==> src/rtl/cardiac_sense_pkg.sv <==
// Shared definitions for the cardiac sense front end: channel state
// encoding, default sample width, polarity codes and the saturating negate.
package cardiac_sense_pkg;

  // Per-channel FSM encoding, kept as plain constants for legacy tools.
  localparam logic [1:0] ST_ARMED   = 2'd0;
  localparam logic [1:0] ST_QUALIFY = 2'd1;
  localparam logic [1:0] ST_SENSED  = 2'd2;
  localparam logic [1:0] ST_BLANK   = 2'd3;

  localparam int DEFAULT_ADC_W = 12;

  // Polarity select: positive deflection as-is, or negated.
  localparam logic POL_POS = 1'b0;
  localparam logic POL_NEG = 1'b1;

  // Negate a sign-extended sample of 'width' bits, clamping the single
  // overflow case (most negative code) to the most positive code.
  function automatic logic signed [31:0] sat_neg(input logic signed [31:0] x,
                                                 input int width);
    logic signed [31:0] max_pos;
    logic signed [31:0] neg;
    max_pos = (32'sd1 <<< (width - 1)) - 32'sd1;
    neg     = -x;
    return (neg > max_pos) ? max_pos : neg;
  endfunction

endpackage

==> src/rtl/cardiac_sense_detector_sense_channel.sv <==
// One electrogram channel: polarity, threshold compare, debounce FSM,
// sense hold and post-event / post-pace blanking.
module sense_channel
  import cardiac_sense_pkg::*;
#(
  parameter int ADC_W        = DEFAULT_ADC_W,
  parameter int TH_SHIFT     = 6,
  parameter int DEBOUNCE     = 3,
  parameter int SENSE_HOLD   = 4,
  parameter int BLANK_CYCLES = 5_000_000
) (
  input  logic                    clk,
  input  logic                    rst,
  input  logic                    sample_valid,
  input  logic signed [ADC_W-1:0] sample,
  input  logic                    pol,
  input  logic [4:0]              th,
  input  logic                    pace,
  output logic                    sense,
  output logic signed [ADC_W-1:0] adj
);

  localparam int CNT_MAX = (BLANK_CYCLES > SENSE_HOLD) ? BLANK_CYCLES : SENSE_HOLD;
  localparam int CW      = $clog2(CNT_MAX + 1);
  localparam int QW      = $clog2(DEBOUNCE + 1);

  logic [1:0]          state, state_d;
  logic [QW-1:0]       qcnt, qcnt_d;
  logic [CW-1:0]       cnt, cnt_d;
  logic signed [31:0]  adj_wide;
  logic [ADC_W:0]      thr;
  logic                qualify;
  logic                unused_adj_hi;

  // The saturated result always fits back into ADC_W bits.
  assign adj_wide      = (pol == POL_NEG) ? sat_neg(32'(sample), ADC_W) : 32'(sample);
  assign adj           = adj_wide[ADC_W-1:0];
  assign unused_adj_hi = ^adj_wide[31:ADC_W];

  // Threshold zero-extended to ADC_W+1 bits; adj sign-extended to match.
  assign thr     = (ADC_W + 1)'(th) << TH_SHIFT;
  assign qualify = (th != 5'd0) && ($signed({adj[ADC_W-1], adj}) >= $signed(thr));

  // Next-state logic: pace overrides everything, otherwise walk the FSM.
  always_comb begin
    // NOTE: every variable gets a default first so no path infers a latch.
    state_d = state;
    qcnt_d  = qcnt;
    cnt_d   = cnt;
    if (pace) begin
      // Held in BLANK with a full count until the pace input falls.
      state_d = ST_BLANK;
      qcnt_d  = '0;
      cnt_d   = CW'(BLANK_CYCLES);
    end else begin
      case (state)
        ST_ARMED: begin
          if (sample_valid && qualify) begin
            if (DEBOUNCE <= 1) begin
              state_d = ST_SENSED;
              cnt_d   = CW'(SENSE_HOLD - 1);
            end else begin
              state_d = ST_QUALIFY;
              qcnt_d  = QW'(1);
            end
          end
        end
        ST_QUALIFY: begin
          if (sample_valid) begin
            if (!qualify) begin
              state_d = ST_ARMED;
              qcnt_d  = '0;
            end else if (qcnt >= QW'(DEBOUNCE - 1)) begin
              state_d = ST_SENSED;
              qcnt_d  = '0;
              cnt_d   = CW'(SENSE_HOLD - 1);
            end else begin
              qcnt_d = qcnt + QW'(1);
            end
          end
        end
        ST_SENSED: begin
          // cnt runs SENSE_HOLD-1 .. 0, one cycle each.
          if (cnt == '0) begin
            state_d = ST_BLANK;
            cnt_d   = CW'(BLANK_CYCLES);
          end else begin
            cnt_d = cnt - CW'(1);
          end
        end
        default: begin
          // BLANK occupies exactly BLANK_CYCLES clocks (count N .. 1).
          if (cnt <= CW'(1)) begin
            state_d = ST_ARMED;
            cnt_d   = '0;
          end else begin
            cnt_d = cnt - CW'(1);
          end
        end
      endcase
    end
  end

  // State, counters and the registered sense level.
  always_ff @(posedge clk or posedge rst) begin
    // NOTE: sequential state is written with non-blocking assignments only.
    if (rst) begin
      state <= ST_ARMED;
      qcnt  <= '0;
      cnt   <= '0;
      sense <= 1'b0;
    end else begin
      state <= state_d;
      qcnt  <= qcnt_d;
      cnt   <= cnt_d;
      sense <= (state_d == ST_SENSED);
    end
  end

endmodule

==> src/rtl/cardiac_sense_detector.sv <==
// Three-channel cardiac sense detector (atrium, RV, LV) with optional
// evoked-response capture check after each RV pace.
// Optional feature macro: SENSE_ER_EN (evoked-response window logic).
module cardiac_sense_detector
  import cardiac_sense_pkg::*;
#(
  parameter int ADC_W        = DEFAULT_ADC_W,
  parameter int TH_SHIFT     = 6,
  parameter int DEBOUNCE     = 3,
  parameter int SENSE_HOLD   = 4,
  parameter int BLANK_CYCLES = 5_000_000,
  parameter int ER_WINDOW    = 2_000_000
) (
  input  logic                    clk,
  input  logic                    rst,
  input  logic                    sample_valid,
  input  logic signed [ADC_W-1:0] sample_a,
  input  logic signed [ADC_W-1:0] sample_v,
  input  logic signed [ADC_W-1:0] sample_lv,
  input  logic                    pol_a,
  input  logic                    pol_v,
  input  logic                    pol_lv,
  input  logic [4:0]              th_a,
  input  logic [4:0]              th_v,
  input  logic [4:0]              th_lv,
  input  logic [4:0]              er_th,
  input  logic                    pace_a,
  input  logic                    pace_rv,
  input  logic                    pace_lv,
  output logic                    sense_a,
  output logic                    sense_v,
  output logic                    sense_lv,
  output logic                    er_capture,
  output logic                    er_loss
);

  logic signed [ADC_W-1:0] adj_a, adj_v, adj_lv;
  logic                    unused_adj;

  assign unused_adj = ^{adj_a, adj_lv};

  sense_channel #(
    .ADC_W(ADC_W), .TH_SHIFT(TH_SHIFT), .DEBOUNCE(DEBOUNCE),
    .SENSE_HOLD(SENSE_HOLD), .BLANK_CYCLES(BLANK_CYCLES)
  ) u_ch_a (
    .clk(clk), .rst(rst), .sample_valid(sample_valid), .sample(sample_a),
    .pol(pol_a), .th(th_a), .pace(pace_a), .sense(sense_a), .adj(adj_a)
  );

  sense_channel #(
    .ADC_W(ADC_W), .TH_SHIFT(TH_SHIFT), .DEBOUNCE(DEBOUNCE),
    .SENSE_HOLD(SENSE_HOLD), .BLANK_CYCLES(BLANK_CYCLES)
  ) u_ch_v (
    .clk(clk), .rst(rst), .sample_valid(sample_valid), .sample(sample_v),
    .pol(pol_v), .th(th_v), .pace(pace_rv), .sense(sense_v), .adj(adj_v)
  );

  sense_channel #(
    .ADC_W(ADC_W), .TH_SHIFT(TH_SHIFT), .DEBOUNCE(DEBOUNCE),
    .SENSE_HOLD(SENSE_HOLD), .BLANK_CYCLES(BLANK_CYCLES)
  ) u_ch_lv (
    .clk(clk), .rst(rst), .sample_valid(sample_valid), .sample(sample_lv),
    .pol(pol_lv), .th(th_lv), .pace(pace_lv), .sense(sense_lv), .adj(adj_lv)
  );

`ifdef SENSE_ER_EN
  localparam int EW = $clog2(ER_WINDOW + 1);

  logic           pace_rv_q;
  logic           er_open;
  logic [EW-1:0]  er_cnt;
  logic [ADC_W:0] er_thr;
  logic           er_hit;

  // ER compare taps the polarity-adjusted V sample and ignores V blanking.
  assign er_thr = (ADC_W + 1)'(er_th) << TH_SHIFT;
  assign er_hit = sample_valid && ($signed({adj_v[ADC_W-1], adj_v}) >= $signed(er_thr));

  // Window opens at the edge that sees pace_rv fall and then covers the
  // following ER_WINDOW cycles; verdict pulses are registered and exclusive.
  always_ff @(posedge clk or posedge rst) begin
    if (rst) begin
      pace_rv_q  <= 1'b0;
      er_open    <= 1'b0;
      er_cnt     <= '0;
      er_capture <= 1'b0;
      er_loss    <= 1'b0;
    end else begin
      pace_rv_q  <= pace_rv;
      er_capture <= 1'b0;
      er_loss    <= 1'b0;
      if (pace_rv && !pace_rv_q) begin
        er_open <= 1'b0;
        er_cnt  <= '0;
      end else if (!pace_rv && pace_rv_q) begin
        er_open <= 1'b1;
        er_cnt  <= EW'(ER_WINDOW);
      end else if (er_open) begin
        if (er_hit) begin
          er_capture <= 1'b1;
          er_open    <= 1'b0;
          er_cnt     <= '0;
        end else if (er_cnt <= EW'(1)) begin
          er_loss <= 1'b1;
          er_open <= 1'b0;
          er_cnt  <= '0;
        end else begin
          er_cnt <= er_cnt - EW'(1);
        end
      end
    end
  end
`else
  localparam int unused_er_window = ER_WINDOW;
  logic unused_er;

  assign unused_er  = ^{er_th, adj_v};
  assign er_capture = 1'b0;
  assign er_loss    = 1'b0;
`endif

endmodule

==> config.mk <==
export PLATFORM = sky130hd
export DESIGN_NAME = cardiac_sense_detector
export DESIGN_NICKNAME = d
export VERILOG_FILES = /design/src/rtl/cardiac_sense_pkg.sv /design/src/rtl/cardiac_sense_detector_sense_channel.sv /design/src/rtl/cardiac_sense_detector.sv
export SDC_FILE = /design/constraint.sdc
export NUM_CORES = 1
export LEC_CHECK = 0
export CORE_AREA = 2 2 118 120
export DETAILED_ROUTE_END_ITERATION = 8
export DIE_AREA = 0 0 120 122
export GPL_TIMING_DRIVEN = 0
export PLACE_DENSITY = 0.82
export SKIP_CTS_REPAIR_TIMING = 1
export SLEW_MARGIN = 0
export SYNTH_ARGS = -nofsm -noshare
export SYNTH_HDL_FRONTEND = slang
export SYNTH_HIERARCHICAL = 1
export SYNTH_SLANG_ARGS = --single-unit
export TNS_END_PERCENT = 50
==> constraint.sdc <==
create_clock -name clk -period 3.6 [get_ports clk]
set_input_delay 0.72 -clock clk [delete_from_list [all_inputs] [get_ports clk]]
set_output_delay 0.72 -clock clk [all_outputs]
set_load 0.005 [all_outputs]
After elaboration in Yosys (flattened, before gate mapping) --
Cells that the tools add are included.
Cells by class: reductions and logical operators 24, magnitude comparators 12, equal/unequal tests 24, add/sub/neg operators 9, multiplexer cells 69
Operators with widths (number):
- $mux W23 | 18
- $pmux W23 S3 | 3
- $gt A32 B12 Y1 const B | 3
- $neg A12 Y32 | 3
- $mux W12 | 6
- $mux W2 | 36
- $le A23 B1 Y1 const B | 3
- $logic_not A23 Y1 | 3
- $sub A23 B1 Y23 const B | 3
- $ge A12 B12 Y1 | 3
- $ne A3 B2 Y1 const B | 9
- $pmux W2 S3 | 3
- $reduce_bool A5 Y1 | 3
- $eq A2 B2 Y1 const B | 6
- $pmux W2 S2 | 3
- $reduce_and A4 Y1 | 3
- $ne A3 B3 Y1 const B | 3
- $reduce_and A3 Y1 | 3
- $reduce_bool A3 Y1 | 3
- $add A2 B1 Y2 const B | 3
- $eq A2 B1 Y1 const B | 3
- $ge A2 B2 Y1 const B | 3
- $logic_and A1 B1 Y1 | 6
- $logic_not A2 Y1 | 3
- $ne A2 B2 Y1 const B | 3
Word-level totals: word-level logic and storage cells 150, bits of input ports 65, flip-flop bits (word level) 84

Longest topological paths before layout --
word-level depth 11, gate-level depth with buffers 25

Modules after synthesis --
The synthesis kept the hierarchy.
By module, submodules not included:
- sense_channel (u_ch_lv) | area each 2727.6 sq um, cells an instance 357, times used 1, seq. area each 700.7 sq um
- sense_channel (u_ch_a) | area each 2595.0 sq um, cells an instance 342, times used 1, seq. area each 700.7 sq um
- sense_channel (u_ch_v) | area each 2590.0 sq um, cells an instance 324, times used 1, seq. area each 700.7 sq um
- cardiac_sense_detector | area each 18.8 sq um, cells an instance 3, times used 1, seq. area each 0.0 sq um

Worst setup path before layout --
No wires, ideal clock.
path kind input-to-reg, start in sample_lv[0], end reg u_ch_lv.cnt[13], required time 3499 ps, buffers on the path 2, data arrival time 5770 ps, cell stages on the path 24, library setup time 101 ps, path slack -2271 ps, path through inv_1 ha_1 nor3b_2 nand2_1 or3_1 nor3_1 nand2_1 ha_1 or3b_2 nor4b_1 a2bb2oi_2 clkbuf_1 nand2_1 o21ai_0 o21ai_0 ha_1 nor2b_1 o31ai_1 a211o_1 o21ai_0 a31oi_1 buf_2 nor2_1 o32ai_1
On the way: longest elaborated chain between the ends 8
RTL lines:
- start: declaration | RTL line cardiac_sense_detector.sv:19 | input logic signed [ADC_W-1:0] sample_lv,
- $neg A12 Y32 (*) | RTL line cardiac_sense_pkg.sv:24 | neg = -x;
- $gt A32 B12 Y1 | RTL line cardiac_sense_pkg.sv:25 | return (neg > max_pos) ? max_pos : neg;
- $mux W12 (*) | RTL line cardiac_sense_pkg.sv:25
- $mux W12 (*) | RTL line cardiac_sense_detector_sense_channel.sv:36 | assign adj_wide = (pol == POL_NEG) ? sat_neg(32'(sample), ADC_W) : 32'(sample);
- via adj_lv[7] | RTL line cardiac_sense_detector.sv:37 | logic signed [ADC_W-1:0] adj_a, adj_v, adj_lv;
- $ge A12 B12 Y1 (*) | RTL line cardiac_sense_detector_sense_channel.sv:42 | assign qualify = (th != 5'd0) && ($signed({adj[ADC_W-1], adj}) >= $signed(thr));
- $logic_and A1 B1 Y1 (*) | RTL line cardiac_sense_detector_sense_channel.sv:42
- $ne A3 B2 Y1 (no line) (*)
- $reduce_and A4 Y1 (no line) (*)
- end signal: assignment | RTL line cardiac_sense_detector_sense_channel.sv:115 | cnt <= cnt_d;
- end: declaration | RTL line cardiac_sense_detector_sense_channel.sv:29 | logic [CW-1:0] cnt, cnt_d;
The timed path passes the listed nets; every way through them passes the cells marked *. A chain may end at the register's enable or synchronous reset.

Worst setup path in the final report --
start in sample_a[0], end reg u_ch_a.cnt[13]
On the way: longest elaborated chain between the ends 8
RTL lines:
- start: declaration | RTL line cardiac_sense_detector.sv:17 | input logic signed [ADC_W-1:0] sample_a,
- $neg A12 Y32 (*) | RTL line cardiac_sense_pkg.sv:24
- $gt A32 B12 Y1 | RTL line cardiac_sense_pkg.sv:25
- $mux W12 (*) | RTL line cardiac_sense_pkg.sv:25
- $mux W12 (*) | RTL line cardiac_sense_detector_sense_channel.sv:36
- via adj_a[10] | RTL line cardiac_sense_detector.sv:37
- $ge A12 B12 Y1 (*) | RTL line cardiac_sense_detector_sense_channel.sv:42
- $logic_and A1 B1 Y1 (*) | RTL line cardiac_sense_detector_sense_channel.sv:42
- $ne A3 B2 Y1 (no line) (*)
- $reduce_and A4 Y1 (no line) (*)
- end signal: assignment | RTL line cardiac_sense_detector_sense_channel.sv:115
- end: declaration | RTL line cardiac_sense_detector_sense_channel.sv:29
Marks and branches as above.

==> results by group <==
Timing
  • Total Neg Setup Slack: -140240 ps
  • PnR worst setup slack: -2360 ps
  • Hold slack: 495 ps
  • RSZ-0062 raised after global routing: yes
  • Slew HR: 26.8%
  • Max Slew Vio Count: 0
  • Final hold violations: 0
  • Setup violators final: 84
  • Max Clk Rate: 168 MHz
  • Worst Clk Skew: 9.56 ps
  • Worst-margin pin slew: 1100 ps
  • Tmin final: 5960 ps
  • Final clock period utilization by the worst path: 165%

Power
  • Pwr dens: 660 nW/um2
  • Sw Ratio: 45.9%
  • Design internal power: 3.57 mW
  • Maximum VDD drop: 0.589 mV
  • Part of the power in combinational logic: 62.0%
  • Switch Pwr: 3.03 mW
  • Clock Power Share: 15.7%
  • Static Leak: 4.07 nW
  • Sequential share of power: 22.4%

Global routing
  • Largest net degree at the start of global routing: 29
  • Global-route wire length before repair: 33100 um
  • Total track usage: 27.2%
  • Grt total ovfl: 0
  • Initial antenna violation count: 0
  • Vias in the first global route: 7152

Final layout
  • Proportion of layout cells with a drive suffix above 1: 21.0%
  • Util after Layout: 74.0%
  • Filler cells: 955
  • Synth-to-layout area growth: 31.0%
  • Nets: 1194
  • Cell Count, Final, Fillers Out: 1263
  • Ant diodes: 0

Clock network
  • Sink Count: 84
  • Clk_lat worst skew: 360 ps
  • Num CTS Buffers: 9
  • Clock tree root buffer cell: clkbuf_16
  • Clock Path Buffers: 2
  • CTS tree: yes
  • H-Tree Depth: 3
  • Clock transition at path regs: 70 ps

Route
  • Avg WL per Cell: 17.9 um
  • Routed via count: 8260
  • DRC viols: 0
  • DR vias/cell: 6.54
  • TritonRoute pass-1 iters: 8
  • Initial DRC Count: 744
  • Final WL: 22600 um
  • Post-DRT Antenna Nets: 0

Setup path
  • FF-to-FF setup slack: 70 ps
  • Buf/Inv on CP: 5
  • CP max stage delay: 560 ps
  • Worst EP arrival: 6170 ps
  • Worst setup EP type: flop
  • Critical path's top delay family: simple AND/OR/NAND/NOR gates
  • WP data required: 3810 ps
  • CP max-delay cell: or4_4
  • Crit-path max FO: 6
  • Crit Path Category: primary input to flop
  • Crit path top cell by count: ha_1
  • CP startpoint kind: primary input

Floorplan
  • Row cnt: 43
  • Core area: 13500 um2
  • Initial Util: 56.5%
  • Die X-Extent: 120 um
  • Die Y: 122 um
  • Die area: 14600 um2
  • Ports: 70

Synthesis
  • Ys Warns: 6
  • Mean Syn Cell Area: 7.91 um2
  • Syn Inst Count: 964
  • Synth Cell Area: 7630 um2

Place
  • Routability Congestion: 0.941
  • Hpwl dp: 14100 um
  • Inst Count DP: 1202
  • Worst slack at placement: -2950 ps
  • I/O Buffers: 57

Run status
  • Failing checks: negative setup slack
  • Status: finished with violations

Flow run
  • Max Cap Viol: 0

Hold path
  • Hold WC Path Type: flop to flop
==> per-layer routing <==
| metal | global-route usage (%) | wire [um] | vias to the layer above | share of wire (%) |
|---|---|---|---|---|
| met5 | 0 | 0 | - | 0 |
| met2 | 45.9 | 11200 | 398 | 49 |
| met4 | 9.49 | 624 | 0 | 2.8 |
| met3 | 3.14 | 1390 | 67 | 6.2 |
| met1 | 36.3 | 9380 | 3941 | 42 |
| li1 | - | - | 3854 | - |
==> cells in the final DEF (no fill, tap or decap), drive strengths merged, types with 24 or more instances in the layout <==
cell           instances
a21oi                 67
buf                   70
clkbuf                38
clkdlybuf4s50         39
dfrtp                 84
ha                    51
inv                   70
nand2                 82
nand3                 24
nor2                  97
nor3                  41
o21ai                 71
or3                   24
==> power groups by stage <==
stage	combinational, mW	sequential, mW	clock, mW
2_1_floorplan	2.44	1.41	0
3_3_place_gp	3.08	1.46	0
3_5_place_dp	3.15	1.47	0
4_1_cts	3.17	1.45	1.04
5_1_grt	4.43	1.52	1.08
6_report	4.09	1.48	1.03
==> final cells by class <==
| cell class | instances | area [um2] | share of cell area [%] |
|---|---|---|---|
| tap | 180 | 225 | 2.25 |
| timing repair buffer | 102 | 1060 | 10.6 |
| inverter | 70 | 305 | 3.05 |
| sequential | 84 | 2100 | 21.0 |
| multi-input combinational | 762 | 5660 | 56.7 |
| clock buffer | 9 | 225 | 2.25 |
| clock inverter | 7 | 96.3 | 0.964 |
| buffer | 49 | 322 | 3.22 |
==> path summary, 6_finish.rpt <==
path | from | depth (start not counted) | to
max in group asynchronous | rst | 2 | u_ch_lv/state[1]$_DFF_PP0_
min | u_ch_v/cnt[7]$_DFFE_PP0P_ | 1 | u_ch_v/cnt[7]$_DFFE_PP0P_
min reg2reg | u_ch_v/cnt[7]$_DFFE_PP0P_ | 1 | u_ch_v/cnt[7]$_DFFE_PP0P_
min in group asynchronous | rst | 2 | u_ch_a/cnt[21]$_DFFE_PP0P_
max reg2reg | u_ch_v/cnt[12]$_DFFE_PP0P_ | 10 | u_ch_v/cnt[10]$_DFFE_PP0P_
max | sample_a[0] | 26 | u_ch_a/cnt[13]$_DFFE_PP0P_
==> through the flow <==
stage          cell area (um2)  power (mW)
2_1_floorplan             7850        3.84
3_3_place_gp              8650        4.54
6_report                  9990        6.60
3_5_place_dp              8650        4.61
5_1_grt                   9990        7.02
4_1_cts                   8970        5.67
==> sequential cells by signal, indices dropped and copies added, names as in the netlist <==
name,cells
u_ch_lv/qcnt,2
u_ch_lv/state,2
u_ch_a/state,2
u_ch_lv/sense,1
u_ch_v/qcnt,2
u_ch_a/qcnt,2
u_ch_lv/cnt,23
u_ch_a/cnt,23
u_ch_v/sense,1
u_ch_v/cnt,23
u_ch_a/sense,1
u_ch_v/state,2
==> worst register-to-register path: stages, from the launching register on <==
cell and delay (ps):
dfrtp_1 360, clkbuf_1 180, nor4_1 640, nand3_1 290
or3_1 520, a2bb2oi_1 440, nor2_1 160, clkbuf_1 300
o21a_1 190, o311ai_1 220, o41ai_1 110
Power figures use the tool's default switching activity.
